==> config.mk <==
export PLATFORM = sky130hd
export DESIGN_NAME = text_scroller
export DESIGN_NICKNAME = d
export VERILOG_FILES = /design/src/rtl/text_scroller_pkg.sv /design/src/rtl/text_scroller_font_rom.sv /design/src/rtl/text_scroller.sv
export SDC_FILE = /design/constraint.sdc
export NUM_CORES = 1
export LEC_CHECK = 0
export CAP_MARGIN = 0
export CORE_ASPECT_RATIO = 0.8
export CORE_UTILIZATION = 24
export DETAILED_ROUTE_END_ITERATION = 8
export PLACE_DENSITY = 0.49
export SYNTH_ARGS = -nofsm -noshare
export SYNTH_HDL_FRONTEND = slang
export SYNTH_SLANG_ARGS = --single-unit
export TNS_END_PERCENT = 10
==> constraint.sdc <==
create_clock -name clk -period 2.8 [get_ports clk]
set_input_delay 0.42 -clock clk [delete_from_list [all_inputs] [get_ports clk]]
set_output_delay 0.42 -clock clk [all_outputs]
set_load 0.1 [all_outputs]
==> src/rtl/text_scroller_pkg.sv <==
// Shared constants and types for the scrolling text display controller.
// Glyph codes, blank column value and display state encoding live here.
package text_scroller_pkg;

  localparam int MODE_GLYPH = 6;
  localparam logic [7:0] BLANK_COL = 8'h00;

  typedef logic [5:0] glyph_code_t;

  localparam glyph_code_t CODE_SPACE = 6'h00;
  localparam glyph_code_t CODE_ZERO  = 6'h20;
  localparam glyph_code_t CODE_A     = 6'h21;

  typedef enum logic [1:0] {
    ST_EMPTY,
    ST_SHOW_GLYPH,
    ST_SHOW_RAW
  } disp_state_t;

endpackage

==> src/rtl/text_scroller_font_rom.sv <==
// Combinational 6-bit-code by 8-column glyph table.
// Column 0 and all undefined codes/columns are blank for inter-glyph spacing.
module font_rom_6x8
  import text_scroller_pkg::*;
(
  input  glyph_code_t code,
  input  logic [2:0]  col,
  output logic [7:0]  col_data
);

  always_comb begin
    col_data = BLANK_COL;
    case (code)
      CODE_ZERO: begin
        case (col)
          3'd1: col_data = 8'h3E;
          3'd2: col_data = 8'h61;
          3'd3: col_data = 8'h51;
          3'd4: col_data = 8'h49;
          3'd5: col_data = 8'h45;
          3'd6: col_data = 8'h3E;
          default: col_data = BLANK_COL;
        endcase
      end
      CODE_A: begin
        case (col)
          3'd1: col_data = 8'h7C;
          3'd2: col_data = 8'h12;
          3'd3: col_data = 8'h11;
          3'd4: col_data = 8'h11;
          3'd5: col_data = 8'h12;
          3'd6: col_data = 8'h7C;
          default: col_data = BLANK_COL;
        endcase
      end
      CODE_SPACE: col_data = BLANK_COL;
      default:    col_data = BLANK_COL;
    endcase
  end

endmodule

==> src/rtl/text_scroller.sv <==
// Character ring buffer with prescaled column scrolling toward an LED column driver.
// state         | meaning
// ST_EMPTY      | no stored characters, output blank
// ST_SHOW_GLYPH | current char is a font glyph, col walks its columns
// ST_SHOW_RAW   | current char is a single raw column with edge bits
module text_scroller
  import text_scroller_pkg::*;
#(
  parameter int WORD_COUNT = 28,
  parameter int CHAR_BITS  = MODE_GLYPH + 1,
  parameter int GLYPH_COLS = 8,
  parameter int PRESCALE_W = 16,
  localparam int COL_W = (GLYPH_COLS > 1) ? $clog2(GLYPH_COLS) : 1,
  localparam int CNT_W = $clog2(WORD_COUNT + 1)
) (
  input  logic                  clk,
  input  logic                  reset,
  input  logic                  clear,
  input  logic                  wr_valid,
  input  logic [CHAR_BITS-1:0]  wr_data,
  output logic                  wr_ready,
  input  logic                  scroll_en,
  input  logic [PRESCALE_W-1:0] scroll_div,
  input  logic                  under,
  input  logic                  over,
  output logic [7:0]            col_out,
  output logic [COL_W-1:0]      col_idx,
  output logic                  char_strobe,
  output logic [CNT_W-1:0]      fill_level
);

  localparam int PTR_W = $clog2(WORD_COUNT);
  localparam int SUM_W = CNT_W + 1;

  logic [CHAR_BITS-1:0]  mem [WORD_COUNT];
  logic [PTR_W-1:0]      wr_ptr, rd_base, disp_ptr, disp_nxt, disp_inc, disp_adv, end_ptr, wr_inc;
  logic [SUM_W-1:0]      end_sum;
  logic [CNT_W-1:0]      count;
  logic [COL_W-1:0]      col, col_nxt;
  logic [PRESCALE_W-1:0] prescaler;
  logic                  tick, strobe_nxt, wr_fire;
  logic [CHAR_BITS-1:0]  cur_char;
  glyph_code_t           cur_code;
  logic [2:0]            rom_col;
  logic [7:0]            glyph_data, col_data;
  disp_state_t           state;

  assign wr_ready   = (count != CNT_W'(WORD_COUNT));
  assign wr_fire    = wr_valid && wr_ready;
  assign fill_level = count;
  assign col_idx    = col;
  assign tick       = scroll_en && (prescaler == scroll_div);

  assign cur_char = mem[disp_ptr];
  assign cur_code = cur_char[5:0];
  assign rom_col  = 3'(col);

  font_rom_6x8 u_font (
    .code     (cur_code),
    .col      (rom_col),
    .col_data (glyph_data)
  );

  // Logical end of the stored text, modulo the ring depth.
  assign end_sum  = SUM_W'(rd_base) + SUM_W'(count);
  assign end_ptr  = (end_sum >= SUM_W'(WORD_COUNT)) ? PTR_W'(end_sum - SUM_W'(WORD_COUNT))
                                                    : PTR_W'(end_sum);
  assign disp_inc = (disp_ptr == PTR_W'(WORD_COUNT - 1)) ? '0 : disp_ptr + 1'b1;
  assign disp_adv = (disp_inc == end_ptr) ? rd_base : disp_inc;
  assign wr_inc   = (wr_ptr == PTR_W'(WORD_COUNT - 1)) ? '0 : wr_ptr + 1'b1;

  always_comb begin
    state = ST_EMPTY;
    if (count != '0) begin
      state = cur_char[CHAR_BITS-1] ? ST_SHOW_GLYPH : ST_SHOW_RAW;
    end
  end

  always_comb begin
    col_nxt    = col;
    disp_nxt   = disp_ptr;
    strobe_nxt = 1'b0;
    col_data   = BLANK_COL;
    case (state)
      ST_SHOW_GLYPH: begin
        col_data = glyph_data;
        if (tick) begin
          if (col == COL_W'(GLYPH_COLS - 1)) begin
            col_nxt    = '0;
            disp_nxt   = disp_adv;
            strobe_nxt = 1'b1;
          end else begin
            col_nxt = col + 1'b1;
          end
        end
      end
      ST_SHOW_RAW: begin
        col_data = {under, cur_code, over};
        col_nxt  = '0;
        if (tick) begin
          disp_nxt   = disp_adv;
          strobe_nxt = 1'b1;
        end
      end
      default: begin
        col_nxt  = '0;
        disp_nxt = disp_ptr;
      end
    endcase
  end

  always_ff @(posedge clk) begin
    if (!reset && !clear && wr_fire) begin
      mem[wr_ptr] <= wr_data;
    end
  end

  always_ff @(posedge clk) begin
    if (reset || clear) begin
      wr_ptr      <= '0;
      rd_base     <= '0;
      disp_ptr    <= '0;
      count       <= '0;
      col         <= '0;
      prescaler   <= '0;
      col_out     <= BLANK_COL;
      char_strobe <= 1'b0;
    end else begin
      if (wr_fire) begin
        wr_ptr <= wr_inc;
        count  <= count + 1'b1;
      end
      // Past a lowered divider the count runs on to natural overflow.
      if (scroll_en) begin
        prescaler <= (prescaler == scroll_div) ? '0 : prescaler + 1'b1;
      end
      col         <= col_nxt;
      disp_ptr    <= disp_nxt;
      col_out     <= col_data;
      char_strobe <= strobe_nxt;
    end
  end

endmodule

; ---- Word-level counts from Yosys, hierarchy flattened
; Memory sizes are Yosys's and may differ from the RTL's. A register that Yosys moved wholly into a read port is not among the register bits.
; Cells that the tools add are included.
[totals]
register_bits = 43
ram_bits = 196
input_bits = 30
out_inout_bits = 18
wordCells = 73
n_memories = 1
[op_classes]
n_addsub = 6
n_lt_le_gt_ge = 1
n_eq_ne = 19
muxes = 24
bitwise_logic = 1
reduce_logical = 14
[memory_table]
columns = memory, depth, word_bits, read_ports, rd_ports_with_merged_regs, wr, line_no
row1 = mem, 28, 7, 1, 1, 1, text_scroller.sv:35  ; logic [CHAR_BITS-1:0] mem [WORD_COUNT];
[ops]
columns = cell, count
row1 = two-way mux 5 bit, 9
row2 = one-hot mux 7 bit (5 select lines), 1
row3 = one-hot mux 8 bit (2 select lines), 2
row4 = one-hot mux 7 bit (3 select lines), 1
row5 = "adder 16 x 1 -> 16 bit, second input constant", 1
row6 = == test 16 bit, 1
row7 = two-way mux 16 bit, 1
row8 = "adder 5 x 1 -> 5 bit, second input constant", 3
row9 = "== test 3 bit, second input constant", 4
row10 = "== test 6 bit, second input constant", 2
row11 = "== test 5 bit, second input constant", 2
row12 = one-hot mux 5 bit (2 select lines), 1
row13 = OR reduction 2 bit, 4
row14 = "== test 3 x 2 -> 1 bit, second input constant", 2
row15 = "!= test 2 bit, second input constant", 3
row16 = == test 5 bit, 1
row17 = "greater-or-equal comparator 5 bit, second input constant", 1
row18 = two-way mux 1 bit, 5
row19 = "!= test 5 bit, second input constant", 1
row20 = nonzero test 5 bit, 1
row21 = "subtractor 5 bit, second input constant", 1
row22 = logical AND 1 bit, 4
row23 = two-way mux 2 bit, 2
row24 = AND reduction 4 bit, 1
row25 = 10 further kinds, 11

; ---- Logic depth before layout (Yosys ltp)
[depth]
word_depth = 9
ltp_mapped = 11
mapped_depth_nobuf = 9

; ---- Hierarchy
; From an unflattened synthesis, not the netlist that was laid out.
[hier_totals]
hier_cells = 680
hier_area_um2 = 10228.6
[by_module_without_submodules]
columns = module, instances, cells_each, area_each_um2, seq_area_each_um2
row1 = text_scroller, 1, 646, 10005.8, 6846.6
row2 = font_rom_6x8, 1, 34, 222.7, 0.0

; ---- Worst setup path after synthesis
; Ideal clock, no wire load.
[synth_timing]
path_kind = flip-flop to flip-flop
from = register count[1] (netlist: fill_level[1])
to = memory mem[11][0] in the netlist's numbering (enable)
setup_ps = 360
arrival_time_ps = 3260
required_ps = 2440
setup_slack_ps = -820
stages_incl_launch_ff = 9
path_buffers = 1
period_less_slack_ps = 3620
cell_sequence = dfxtp_1 > clkbuf_1 > inv_1 > ha_1 > nand3_1 > nand2_1 > nor2_1 > nand2_1 > nor2_1
[synth_between]
elab_chain_cells = 5
[synth_lines]
columns = element, line_no
row1 = "start, declared", text_scroller.sv:38  ; logic [CNT_W-1:0] count;
row2 = "start signal, assigned", text_scroller.sv:131  ; count <= count + 1'b1;
row3 = != test 5 bit, text_scroller.sv:48  ; assign wr_ready = (count != CNT_W'(WORD_COUNT));
row4 = via wr_ready, text_scroller.sv:21  ; output logic wr_ready,
row5 = logical AND 1 bit, text_scroller.sv:49  ; assign wr_fire = wr_valid && wr_ready;
row6 = logical AND 1 bit, text_scroller.sv:113  ; if (!reset && !clear && wr_fire) begin
row7 = two-way mux 1 bit, text_scroller.sv:113
row8 = two-way mux 1 bit (implied by the code), text_scroller.sv:114  ; mem[wr_ptr] <= wr_data;
row9 = "end, declared", text_scroller.sv:35
; The timed path passes the listed nets, and every way through them passes these cells.

==> impl_metrics.py <==
metrics = {
    "critical_path": {
        "cp.arrival_ns": 3.08,
        "crit_path_max_fo": 12,
        "critical_path.n_buffers_inverters": 1,
        "cp_slowest_stage_delay_ns": 0.55,
        "crit_slowest_cell": "sky130_fd_sc_hd__mux4_2",
        "critPathCaptureType": "register",
        "critical_path_class": "register to register",
        "worst_path_most_repeated_cell": "sky130_fd_sc_hd__mux4_2",
        "crit_path_cell_trace": "buf_4 > mux4_2 > mux4_2 > o21a_1 > nor2_4 > nand4b_4 > o21ai_0",
        "reg2regPathDepth": 7,
        "timing.critical_path.from_type": "register",
        "critical_path_s_top_delay_family": "multiplexers",
        "worstPathRequired_ns": 3.23,
        "worst_r2r_endpoint": "col_out[5]",
        "path_depth": 7,
        "reg2reg_setup_slack_ns": 0.15,
        "capture_point_of_the_worst_path": "col_out[5]",
    },
    "global_routing": {
        "grt_overflow_total": 0,
        "grt_antenna_before_repair": 0,
        "first_global_vias": 6069,
        "gr-usage-all-layers_pct": 11.5,
        "grt_pass1_wl_mm": 38.3,
        "largest_net_degree_at_the_start_of_global_routing": 29,
    },
    "finish": {
        "layout_common_cells": "sky130_fd_sc_hd__edfxtp_1, sky130_fd_sc_hd__buf_4, sky130_fd_sc_hd__nor2_1, sky130_fd_sc_hd__nand2_1, sky130_fd_sc_hd__mux4_2",
        "finish.net_count": 859,
        "drive_gt1_share_pct": 23.8,
        "final_cell_area_um2": 12800,
        "post_layout_nonfiller_instances": 1384,
        "number_of_inserted_diodes": 0,
        "final_common_cell": "sky130_fd_sc_hd__edfxtp_1",
        "synthToLayoutAreaGrowth_pct": 23.5,
    },
    "die": {
        "io_pins": 48,
        "die_area_um2": 44000,
        "start_util_pct": 24.5,
        "chipWidth_um": 234,
        "core_region_area_um2": 42300,
        "placementRows": 67,
        "chip_height_um": 188,
    },
    "timing": {
        "unrepaired_setup_endpoints_after_global_routing": "no",
        "period_share_pct": 94.7,
        "worstMarginPinSlew_ns": 0.553,
        "fmax_mhz": 377,
        "final.min_clock_period_ns": 2.65,
        "report.final.hold_viol_count": 0,
        "final-setup-viol-count": 0,
        "slew-limit-headroom_pct": 63.0,
        "fin_worst_hold_slack_ns": 0.454,
        "final.setup_skew_ns": 0.00724,
        "timing.final.max_slew_violations": 0,
    },
    "drt": {
        "route.detailed.drc": 0,
        "via_per_inst": 4.41,
        "wire_per_inst_um": 18.0,
        "dr_total_vias": 6102,
        "antenna_violating_nets_left": 0,
        "first_iter_violations": 456,
        "finalWirelength_mm": 24.9,
        "1st_pass_router_iterations": 5,
    },
    "synth": {
        "synth_area_um2": 10400,
        "asyncSetResetFlopFracSynth_pct": 0,
        "synth_seq_area_share_pct": 66.1,
        "syn_nets": 735,
        "netlist_instances": 689,
        "yosys_most_used_dff": "sky130_fd_sc_hd__edfxtp_1",
        "synth_area_leaders": "sky130_fd_sc_hd__edfxtp_1, sky130_fd_sc_hd__dfxtp_1, sky130_fd_sc_hd__mux4_2, sky130_fd_sc_hd__mux2i_1, sky130_fd_sc_hd__nor2_1",
        "syn_avg_cell_area_um2": 15.0,
        "synth.distinct_cells": 61,
        "synth.yosys.warnings": 0,
        "synth_enable_flop_cells": 196,
        "yosys_register_bits": 244,
        "yosys.area.top_type_share_pct": 56.8,
        "synth_largest_area_cell": "sky130_fd_sc_hd__edfxtp_1",
    },
    "place": {
        "gp_congestion": 0.749,
        "port-buffer-count": 47,
        "instance_area_at_placement_um2": 11900,
        "post-place-cells": 1331,
        "hpwl_mm": 17.1,
    },
    "power_and_ir_drop": {
        "maximum_resistive_drop_on_vdd_mv": 0.431,
        "cellLeakagePower_nw": 4.19,
        "cellPowerDensity_nw_per_um2": 580,
    },
    "clock_tree": {
        "root_buffer": "sky130_fd_sc_hd__clkbuf_16",
        "worst_setup_hold_path_clk_slew_ns": 0.06,
        "cts_sinks": 244,
        "htree_levels": 1,
        "max-clock-path-buffers": 3,
        "tritoncts": "yes",
        "clock_latency_ns": 0.54,
        "tritoncts.num_buffers": 25,
    },
    "worst_hold_path": {
        "worst_hold_path_type": "primary input to register",
    },
    "outcome": {
        "run_status": "finished clean",
    },
    "flow_run": {
        "max_cap_viol_count": 0,
    },
}
-- metal layers --
layer	routed length (µm)	vias to the layer above	track usage, %
li1	-	2882	-
met1	12800	3053	18.2
met2	10400	136	16.1
met3	1360	31	2.22
met4	346	0	2.18
met5	0	-	0
-- report_power, final --
part	total, mW	internal, mW	switching, mW
sequential	3.92	3.92	0.00706
combinational	0.192	0.0760	0.116
clock	3.30	1.92	1.38
total	7.42	5.92	1.50
-- Yosys cell counts (3+ instances only) --
master and instances:
sky130_fd_sc_hd__a2111oi_0 3, sky130_fd_sc_hd__a21oi_1 21, sky130_fd_sc_hd__a311oi_1 3, sky130_fd_sc_hd__a31oi_1 6, sky130_fd_sc_hd__and2_1 4, sky130_fd_sc_hd__and3_1 6
sky130_fd_sc_hd__buf_2 4, sky130_fd_sc_hd__buf_4 3, sky130_fd_sc_hd__clkbuf_1 21, sky130_fd_sc_hd__dfxtp_1 48, sky130_fd_sc_hd__edfxtp_1 196, sky130_fd_sc_hd__ha_1 16
sky130_fd_sc_hd__inv_1 12, sky130_fd_sc_hd__mux2_2 5, sky130_fd_sc_hd__mux2i_1 27, sky130_fd_sc_hd__mux4_2 42, sky130_fd_sc_hd__nand2_1 50, sky130_fd_sc_hd__nand2b_1 10
sky130_fd_sc_hd__nand3_1 19, sky130_fd_sc_hd__nand3b_1 4, sky130_fd_sc_hd__nand4_1 5, sky130_fd_sc_hd__nand4b_1 3, sky130_fd_sc_hd__nor2_1 65, sky130_fd_sc_hd__nor2b_1 9
sky130_fd_sc_hd__nor3_1 3, sky130_fd_sc_hd__nor4_1 4, sky130_fd_sc_hd__o211ai_1 4, sky130_fd_sc_hd__o21ai_0 8, sky130_fd_sc_hd__o22ai_1 3, sky130_fd_sc_hd__o2bb2ai_1 3
sky130_fd_sc_hd__or3_1 4, sky130_fd_sc_hd__xnor2_1 20, sky130_fd_sc_hd__xor2_1 21
-- state kept, by name, indices dropped and copies added (netlist names), named ones only --
name,flops
char_strobe,1
col_idx,3
col_out,8
disp_ptr,5
fill_level,5
mem,196
prescaler,16
wr_ptr,5
-- worst register-to-register path, delay by kind of cell (launching register included) --
family / cells / cell delay (ns)
muxes: 2 / 1.06
buffers and inverters: 1 / 0.17
and+or+nand+nor: 2 / 0.27
AOI/OAI and AO/OA: 2 / 0.56
DFF: 1 / 0.49
-- cell families (layout without fill, tap and decap cells) --
logic type	count (synthesis)	after routing	synth area share, %
adder cells (fa/ha/maj)	16	16	1.93
buffers and inverters	43	186	2.02
AND/OR/NAND/NOR	202	202	9.80
XOR/XNOR	41	41	3.46
flip-flops	244	244	66.1
multiplexers	74	74	12.3
AO/OA/AOI/OAI	69	69	4.44
-- stage by stage --
| stage | setup WS (ns) | power (mW) | setup TNS [ns] | util, % |
|---|---|---|---|---|
| after floorplan | 0.0587 | 4.07 | 0 | - |
| after global placement | -0.0177 | 4.19 | -0.0282 | 28.2 |
| after detailed placement | 0.0232 | 4.20 | 0 | 28.2 |
| after CTS | 0.0558 | 7.51 | 0 | 30.2 |
| after global routing | 0.0282 | 7.66 | 0 | 30.3 |
| final | 0.149 | 7.42 | 0 | 30.3 |
-- cell type report --
type	count	area [µm²]
inverter	12	45.0
clock buffer	35	694
timing repair buffer	128	1070
fill	4259	29400
tap	552	691
multi-input combinational	402	3320
clock inverter	11	115
sequential	244	6860
-- how the worst min path moves through the flow --
| stage | startpoint | end | slack (ns) | cells past startpoint |
|---|---|---|---|---|
| 5_1_grt | under | col_out[7] | 0.45 | 2 |
| 6_report | over | col_out[0] | 0.45 | 3 |
| 3_5_place_dp | disp_ptr[1] | register | 0.50 | 1 |
| 4_1_cts | under | col_out[7] | 0.43 | 2 |
| 2_1_floorplan | disp_ptr[1] | register | 0.48 | 1 |
| 3_3_place_gp | disp_ptr[1] | register | 0.50 | 1 |
-- repair_timing --
action	CTS	global route
buffers inserted	0	7
hold buffers	0	0
endpoints found under the setup margin	0	16
endpoints found under the hold margin	0	0
gates resized for setup	0	2
(Power assumes the default switching activity.)
